**src/rtl/bcd_display_scanner.sv**
```systemverilog
// Time-multiplexed 7-segment scanner for a cascaded BCD counter, with
// leading-zero blanking and a frame-stretched event indicator.
module bcd_display_scanner #(
   parameter int unsigned NUM_DIGITS   = 4,
   parameter int unsigned SCAN_DIV     = 50000,
   parameter int unsigned EVT_FRAMES   = 8,
   parameter int unsigned COMMON_ANODE = 1
) (
   input  logic                    clk,
   input  logic                    a_clr,
   input  logic [4*NUM_DIGITS-1:0] digits,
   input  logic [NUM_DIGITS-1:0]   dp_mask,
   input  logic                    hold,
   input  logic                    lzb_en,
   input  logic                    evt_pulse,
   output logic [6:0]              seg,
   output logic                    dp,
   output logic [NUM_DIGITS-1:0]   an,
   output logic                    evt_led,
   output logic                    frame_tick
);

   localparam int unsigned PW = (SCAN_DIV > 1) ? $clog2(SCAN_DIV) : 1;
   localparam int unsigned IW = (NUM_DIGITS > 1) ? $clog2(NUM_DIGITS) : 1;
   localparam int unsigned EW = $clog2(EVT_FRAMES + 1);
   localparam logic        INV = (COMMON_ANODE != 0);

   logic [PW-1:0]           pre_q;
   logic [IW-1:0]           idx_q;
   logic [4*NUM_DIGITS-1:0] snap_q;
   logic [NUM_DIGITS-1:0]   dpm_q;
   logic [EW-1:0]           evt_cnt_q;
   logic                    frame_tick_q;
   logic [6:0]              seg_q;
   logic                    dp_q;
   logic [NUM_DIGITS-1:0]   an_q;

   logic                    slot_tick;
   logic                    idx_last;
   logic [3:0]              cur;
   logic                    cur_dp;
   logic                    blank;
   logic                    run_zero;
   logic [NUM_DIGITS-1:0]   an_d;

   function automatic logic [6:0] decode(input logic [3:0] v);
      case (v)
         4'd0:    decode = 7'h3F;
         4'd1:    decode = 7'h06;
         4'd2:    decode = 7'h5B;
         4'd3:    decode = 7'h4F;
         4'd4:    decode = 7'h66;
         4'd5:    decode = 7'h6D;
         4'd6:    decode = 7'h7D;
         4'd7:    decode = 7'h07;
         4'd8:    decode = 7'h7F;
         4'd9:    decode = 7'h6F;
         default: decode = 7'h40;
      endcase
   endfunction

   assign slot_tick = (pre_q == PW'(SCAN_DIV - 1));
   assign idx_last  = (idx_q == IW'(NUM_DIGITS - 1));

   // Walk from the top digit down; a digit blanks only while every digit above it is zero.
   always_comb begin
      cur      = 4'd0;
      cur_dp   = 1'b0;
      blank    = 1'b0;
      run_zero = 1'b1;
      an_d     = '0;
      for (int i = NUM_DIGITS - 1; i >= 0; i--) begin
         run_zero = run_zero & (snap_q[4*i +: 4] == 4'd0);
         if (IW'(i) == idx_q) begin
            cur     = snap_q[4*i +: 4];
            cur_dp  = dpm_q[i];
            an_d[i] = 1'b1;
            blank   = lzb_en && (i != 0) && run_zero;
         end
      end
   end

   always_ff @(posedge clk or negedge a_clr) begin
      if (!a_clr) begin
         pre_q        <= '0;
         idx_q        <= '0;
         snap_q       <= '0;
         dpm_q        <= '0;
         evt_cnt_q    <= '0;
         frame_tick_q <= 1'b0;
         seg_q        <= '0;
         dp_q         <= 1'b0;
         an_q         <= '0;
      end else begin
         pre_q <= slot_tick ? '0 : pre_q + PW'(1);
         if (slot_tick) begin
            idx_q <= idx_last ? '0 : idx_q + IW'(1);
         end
         frame_tick_q <= slot_tick && idx_last;
         if (!hold) begin
            snap_q <= digits;
            dpm_q  <= dp_mask;
         end
         if (evt_pulse) begin
            evt_cnt_q <= EW'(EVT_FRAMES);
         end else if (frame_tick_q && (evt_cnt_q != '0)) begin
            evt_cnt_q <= evt_cnt_q - EW'(1);
         end
         seg_q <= blank ? 7'h00 : decode(cur);
         dp_q  <= cur_dp;
         an_q  <= an_d;
      end
   end

   // Registers hold active-high values; polarity is applied on the way out.
   assign seg        = seg_q ^ {7{INV}};
   assign dp         = dp_q ^ INV;
   assign an         = an_q ^ {NUM_DIGITS{INV}};
   assign evt_led    = (evt_cnt_q != '0);
   assign frame_tick = frame_tick_q;

endmodule

```
**config.mk**
```make
export PLATFORM = sky130hd
export DESIGN_NAME = bcd_display_scanner
export DESIGN_NICKNAME = d
export VERILOG_FILES = /design/src/rtl/bcd_display_scanner.sv
export SDC_FILE = /design/constraint.sdc
export NUM_CORES = 1
export LEC_CHECK = 0
export ABC_AREA = 1
export BUFFER_PORTS_ARGS = -buffer_cell sky130_fd_sc_hd__buf_2
export CAP_MARGIN = 25
export CORE_ASPECT_RATIO = 2
export CORE_MARGIN = 8
export CORE_UTILIZATION = 40
export CTS_CLUSTER_SIZE = 20
export DETAILED_ROUTE_END_ITERATION = 7
export GPL_TIMING_DRIVEN = 0
export PLACE_DENSITY = 0.66
export REMOVE_ABC_BUFFERS = 1
export SYNTH_ARGS = -nofsm -noshare
export SYNTH_HDL_FRONTEND = slang
export SYNTH_SLANG_ARGS = --single-unit
```
**constraint.sdc**
```tcl
create_clock -name clk -period 2.6 [get_ports clk]
set_clock_uncertainty 0.15 [all_clocks]
set_input_delay 0.52 -clock clk [delete_from_list [all_inputs] [get_ports clk]]
set_output_delay 0.52 -clock clk [all_outputs]
set_load 0.02 [all_outputs]
```
# After elaboration in Yosys (flattened, before gate mapping)
# Memory sizes are Yosys's and may differ from the RTL's.
# Cells that the tools add are included.
[op_classes] n_addsub=3 eq_ne=5 n_mux=21 bitwise_logic=5 n_reduce_logical=11
[ops] operator="2-to-1 mux 4 bit" n=6
[ops] operator="adder 16 x 1 -> 16 bit, second input constant" n=1
[ops] operator="equality test 16 bit, second input constant" n=1
[ops] operator="2-to-1 mux 16 bit" n=1
[ops] operator="logical NOT 4 bit" n=3
[ops] operator="2-to-1 mux 1 bit" n=12
[ops] operator="2-to-1 mux 7 bit" n=1
[ops] operator="NOT 7 bit" n=1
[ops] operator="logical AND 1 bit" n=5
[ops] operator="equality test 2 bit, first input constant" n=2
[ops] operator="NOT 4 bit" n=1
[ops] operator="nonzero test 4 bit" n=1
[ops] operator="subtractor 4 x 1 -> 4 bit, second input constant" n=1
[ops] operator="adder 2 x 1 -> 2 bit, second input constant" n=1
[ops] operator="bitwise AND 1 bit" n=2
[ops] operator="equality test 1 x 2 -> 1 bit, first input constant" n=1
[ops] operator="equality test 2 bit, second input constant" n=1
[ops] operator="logical NOT 2 bit" n=1
[ops] operator="2-to-1 mux 2 bit" n=1
[ops] operator="nonzero test 2 bit" n=1
[ops] operator="NOT 1 bit" n=1
[word_totals] regBits=55 romBits=112 in_bits=25 out_inout_bits=14 word_cells=55 n_memories=1
[mem_list] name="(no name shown)" depth=16 width=7 rd=1 rd_ports_with_merged_regs=0 write_ports=0 line="47" source="case (v)"

# Longest topological paths before layout
# Gate-level depths: netlist of the first run.
[logic_depth] ltp_word=7 mapped_depth=14 depth_no_buf=13

# Worst setup path after synthesis of the first run
# No wires, ideal clock.
[synth_timing] path_kind="flip-flop to flip-flop" from="register idx_q[1]" to="register seg_q[3]" setup_ns=0.069 arrival_ns=1.804 required_ns=2.381 slack_ns=0.577 stages_incl_launch_ff=13 n_path_buf=1 synth_period_minus_slack_ns=2.023 cell_sequence="dfrtp_1 -> inv_1 -> ha_1 -> buf_6 -> inv_4 -> or2_1 -> nand3_1 -> nand2_2 -> inv_1 -> ha_1 -> nor2_1 -> nor2_1 -> nor2_2"
[synth_between] elab_chain_cells=7 elab_cells_between_ends=14 classes_between="eq/ne: 3; mux: 9; reduce/logical: 1; memory: 1"
[synth_lines] item="from (decl)" line="29" source="logic [IW-1:0] idx_q;"
[synth_lines] item="from (signal assigned)" line="97" source="idx_q <= idx_last ? '0 : idx_q + IW'(1);"
[synth_lines] item="equality test 2 bit" line="74" source="if (IW'(i) == idx_q) begin"
[synth_lines] item="2-to-1 mux 4 bit (4 in series)" line="74"
[synth_lines] item="memory (16 x 7 bit)"
[synth_lines] item="2-to-1 mux 7 bit (*)" line="109" source="seg_q <= blank ? 7'h00 : decode(cur);"
[synth_lines] item="to (signal assigned)" line="109"
[synth_lines] item="to (decl)" line="34" source="logic [6:0] seg_q;"
# Every way passes the cells marked *; elsewhere a longest branch is shown, timed or not.
# A chain may end at the register's enable or synchronous reset.

# Worst setup path after layout of the first run
[layout_timing] from="register idx_q[0]" to="register seg_q[3]"
# Same word-level chain as after synthesis.

==> results of run 1 <==
## where the power goes
group | internal, mW | total (mW) | switching [mW] | leakage, nW
Sequential | 0.905 | 0.932 | 0.0264 | 0.676
Clock | 0.410 | 0.693 | 0.282 | 0.0772
Combinational | 0.0900 | 0.212 | 0.122 | 0.931
Total | 1.41 | 1.84 | 0.431 | 1.68
## through the flow
step                      std cells  hold slack [ps]  util, %  setup slack, ps
after global routing            461              106     46.9             28.2
after CTS                       461             86.7     46.9              181
after global placement          452              323     44.4              247
after detailed placement        453              340     44.7              225
after floorplan                 322             74.4        -              496
final                           461             59.6     46.9              248
## state kept, by name (all words and copies together) (netlist names)
signal,flops
an_q,4
dp_q,1
dpm_q,4
evt_cnt_q,4
frame_tick,1
idx_q,2
pre_q,16
seg_q,7
snap_q,16
## kinds of logic after synthesis
group | count (synthesis) | synth area share, %
AO/OA/AOI/OAI | 27 | 6.02
XOR/XNOR | 7 | 2.09
adder cells (fa/ha/maj) | 12 | 5.13
buffers and inverters | 57 | 8.67
flip-flops | 55 | 47.0
multiplexers | 17 | 6.54
AND/OR/NAND/NOR | 153 | 24.6
## cells in the mapped netlist, drive strengths merged
library cell / number
a21oi: 15
ha: 12
nand3b: 1
o31ai: 1
inv: 51
or2: 2
dfrtp: 55
mux2: 17
o21bai: 1
xor2: 7
and3: 1
nor2: 51
a211oi: 1
nand4: 3
buf: 6
nand2: 68
nand3: 18
a21boi: 1
nor3: 9
o21ai: 7
a31oi: 1
## per-layer routing
layer  wire [µm]  part of all wire, %
met1        2480                   46
met2        2600                   48
met3         281                  5.2
met4          73                  1.3
met5           0                    0
## critical path, cell delays in order, from the launching register on
cell      delay (ps)
dfrtp_1          400
inv_1            130
ha_1             470
inv_4             60
nand3_1           80
nand2_1          100
a21boi_4         220
inv_1             90
ha_1             280
nor2_1           160
nor2_1            80
nor2_2            70
## final timing paths
| path | end | slack, ps | from |
|---|---|---|---|
| worst min register to register | pre_q[0] | 350 | pre_q[0] |
| max in group asynchronous | dpm_q[0] | 1690 | a_clr |
| worst min-delay path | evt_cnt_q[3] | 60 | a_clr |
| worst max register to register | seg_q[3] | 250 | idx_q[0] |
| min in group clk | evt_cnt_q[0] | 260 | evt_pulse |
| worst max-delay path | seg_q[3] | 250 | idx_q[0] |
## cell type report
class	count	share of cell area (%)
sequential	55	41.0
multi-input combinational	216	38.7
timing repair buffer	39	6.26
inverter	51	5.92
clock buffer	8	4.66
tap	92	3.43
## timing repair
action                     in CTS  in global routing
gates resized for setup         0                  1
setup endpoints to repair       0                  1
hold buffers                    0                  0
hold endpoints to repair        0                  0
==> out/results.ini, run 1 <==
[place]
place_congestion=0.839
hpwl_mm=4.14
postPlaceCellArea_um2=3200
io_buffers=38

[die]
pin_count=39
start_util_pct=40.9
die-height_um=137
num_rows=44
die_w_um=76.5
core_um2=7160
die_area_um2=10500

[drt]
drtPass1Iterations=4
drt_iter0_drc=81
wl_mm=5.43
vias_per_cell=4.66
num_vias=2150
post_drt_wl_per_cell_um=11.8
drtAntennaViolNets=0
drc=0

[yosys]
synth_cell_type_count=34
synth_cells=328
syn_area_um2=2930
synth-seq-area-share_pct=47.0
synth-seq-cells=55
yosysWarningCount=0
yosys.area.top_type=dfrtp_1
synthTopCellsByArea=dfrtp_1 (47%), nand2_1 (7.7%), mux2_2 (6.5%), inv_1 (5.6%), nor2_1 (5.5%)
synth.top_cell.area_share_pct=47.0
synth.avg_cell_area_um2=8.93

[timing]
min_period_ps=2350
fin_crit_sh_pct=90.5
slew_headroom_pct=64.1
finalHoldViolations=0
slew_violations=0
finalSetupViolations=0
fmax_ghz=0.425
worst_pin_slew_ps=538
rsz0062_at_grt=false
fin_setup_tns_ps=0

[global_route]
grt_overflow=0
grt_pass1_wl_mm=9.68
first_global_vias=2208
antenna_found_initial=0
grt_use_met2_pct=18.2
grt_busiest_layer=met2
grt.met1_usage_pct=13.3
grt_start_max_net_pins=34
grt_usage_pct=11.1
use_met3_pct=3.55

[final_layout]
regArea_um2=1380
final.fill_count=743
layout_commonest_cell=nand2_1
layout_common_cells=nand2_1 (60), dfrtp_1 (55), inv_1 (44), nor2_1 (43), buf_2 (38)
final_layout_size_suffix_gt1_share_pct=26.8
n_antenna_cell=0
areaGrowthSynthToFinish_pct=14.7
final_area_um2=3360
multi_input_area_um2=1300
layout.nets=405

[worst_setup_path]
criticalPathCategory=flop to flop
worst-path-max-fanout=9
reg2reg_depth=11
required_ps=2680
cp-end-kind=flop
arrival_ps=2430
crit_path_start_kind=flop

[run_status]
status=finished clean

[clocking]
insertion_delay_ps=290
root_buffer=clkbuf_16
cts.sinks=55
cts-htree-levels=2
cts_setup_buffers=0
cts_buffers=5
clk_pin_slew_ps=60
cts_tree=built
cts_buffer_depth=2

[power]
power_mw=1.84
p_per_area_nw_per_um2=547
ir_drop_uv=348
p_leak_nw=1.68

[hold_path]
hp-class=input pin to asynchronous set/reset pin

[flow_run]
drv_cap=0

No activity file was read; power rests on OpenSTA's default activity.
==> inputs of run 2 (changes only) <==
--- a/config.mk
+++ b/config.mk
@@ -11,6 +11,7 @@
 export CORE_ASPECT_RATIO = 2
 export CORE_MARGIN = 8
 export CORE_UTILIZATION = 40
+export CTS_BUF_LIST = sky130_fd_sc_hd__clkbuf_16
 export CTS_CLUSTER_SIZE = 20
 export DETAILED_ROUTE_END_ITERATION = 7
 export GPL_TIMING_DRIVEN = 0
==> out/results.ini, run 2 (synthesis results as in run 1) <==
[global_route]
antenna_found_initial=0
grt_usage_pct=11.0
first_global_vias=2199
grt_overflow=0
grt_pass1_wl_mm=9.67
grt_start_max_net_pins=34

[timing]
finalHoldViolations=0
worst_pin_slew_ps=540
fin_crit_sh_pct=91.1
min_period_ps=2370
finalSetupViolations=0
slew_violations=0
rsz0062_at_grt=false
slew_headroom_pct=64.0
fmax_ghz=0.422
fin_setup_tns_ps=0
whs_ps=61.0

[clocking]
cts_buffer_depth=2
cts-htree-levels=2
clk_pin_slew_ps=60
ctsHoldBuffers=0
post_cts_resized=0
cts_setup_buffers=0
root_buffer=clkbuf_16
cts_buffers=5
insertion_delay_ps=290
cts_tree=built
cts.sinks=55

[run_status]
status=finished clean

[worst_setup_path]
endpoint=seg_q[3]
reg2reg_from=idx_q[0]
r2r-end=seg_q[3]
criticalPathCategory=flop to flop
worst-path-max-fanout=9
arrival_ps=2440
crit_path_start_kind=flop
cp-end-kind=flop
reg2reg_depth=11
r2r_slack_ps=230
startpoint=idx_q[0]
required_ps=2670

[final_layout]
areaGrowthSynthToFinish_pct=14.0
postLayoutCoreUtil_pct=46.6
layout_common_cells=nand2_1 (60), dfrtp_1 (55), inv_1 (45), nor2_1 (43), buf_2 (38)
final_layout_size_suffix_gt1_share_pct=26.3
layout.nets=405
reg_top3=pre_q: 16 flops, snap_q: 16 flops, seg_q: 7 flops
layout_commonest_cell=nand2_1
n_antenna_cell=0

[drt]
num_vias=2148
drc=0
drtAntennaViolNets=0
drtPass1Iterations=4
vias_per_cell=4.66
wl_mm=5.44
post_drt_wl_per_cell_um=11.8
drt_iter0_drc=91

[die]
die-height_um=137
num_rows=44
core_um2=7160
die_area_um2=10500
start_util_pct=40.9
die_w_um=76.5
pin_count=39

[flow_run]
drv_cap=0

[power]
ir_drop_uv=357
p_leak_nw=1.68
p_per_area_nw_per_um2=529

[place]
place_congestion=0.839
io_buffers=38
hpwl_mm=4.14

[hold_path]
hp-class=input pin to asynchronous set/reset pin

==> run 2: cell types whose count changed in the layout (fill, tap and decap cells not counted), sizes merged <==
cell	before	now
inv	51	52
clkbuf	8	5
clkinv	0	2
==> run 2: final cells by class <==
cell class / count / area, µm²
clock inverter: 3 / 11.3
timing repair buffer: 39 / 210
multi-input combinational: 216 / 1300
tap: 92 / 115
clock buffer: 5 / 125
inverter: 51 / 199
fill: 749 / 3820
sequential: 55 / 1380
==> run 2: worst min path at each step <==
stage,from,endpoint,slack (ps),cells past startpoint
6_report,a_clr,evt_cnt_q[3],60,1
5_1_grt,a_clr,evt_cnt_q[3],110,1
4_1_cts,a_clr,evt_cnt_q[3],90,1
3_5_place_dp,pre_q[0],pre_q[0],340,1
3_3_place_gp,dpm_q[0],dp_q,320,2
2_1_floorplan,a_clr,an_q[0],70,0
==> run 2: power by group <==
group	internal [mW]	switching, mW	leakage, nW	total [mW]
Sequential	0.905	0.0265	0.676	0.932
Combinational	0.0900	0.123	0.931	0.213
Clock	0.347	0.276	0.0701	0.623
==> run 2: worst max-delay path: stages, from the launching register on <==
cell,delay (ps)
dfrtp_1,400
inv_1,130
ha_1,480
inv_4,60
nand3_1,80
nand2_1,100
a21boi_4,230
inv_1,90
ha_1,280
nor2_1,160
nor2_1,80
nor2_2,70
==> run 2: routing by layer <==
| layer | wire length (µm) | global-route usage, % |
|---|---|---|
| met5 | 0 | 0 |
| met3 | 291 | 3.75 |
| met4 | 62 | 3.23 |
| met2 | 2560 | 18.1 |
| met1 | 2530 | 13.4 |
==> run 2: through the flow <==
| step | std cells | worst slack (ps) | instance area [µm²] | total power, mW |
|---|---|---|---|---|
| global route | 461 | 29.1 | 3340 | 1.85 |
| floorplan | 322 | 496 | 2870 | 1.08 |
| finish | 461 | 231 | 3340 | 1.77 |
| detailed placement | 453 | 225 | 3200 | 1.17 |
| CTS | 461 | 185 | 3340 | 1.80 |
| global placement | 452 | 247 | 3180 | 1.16 |
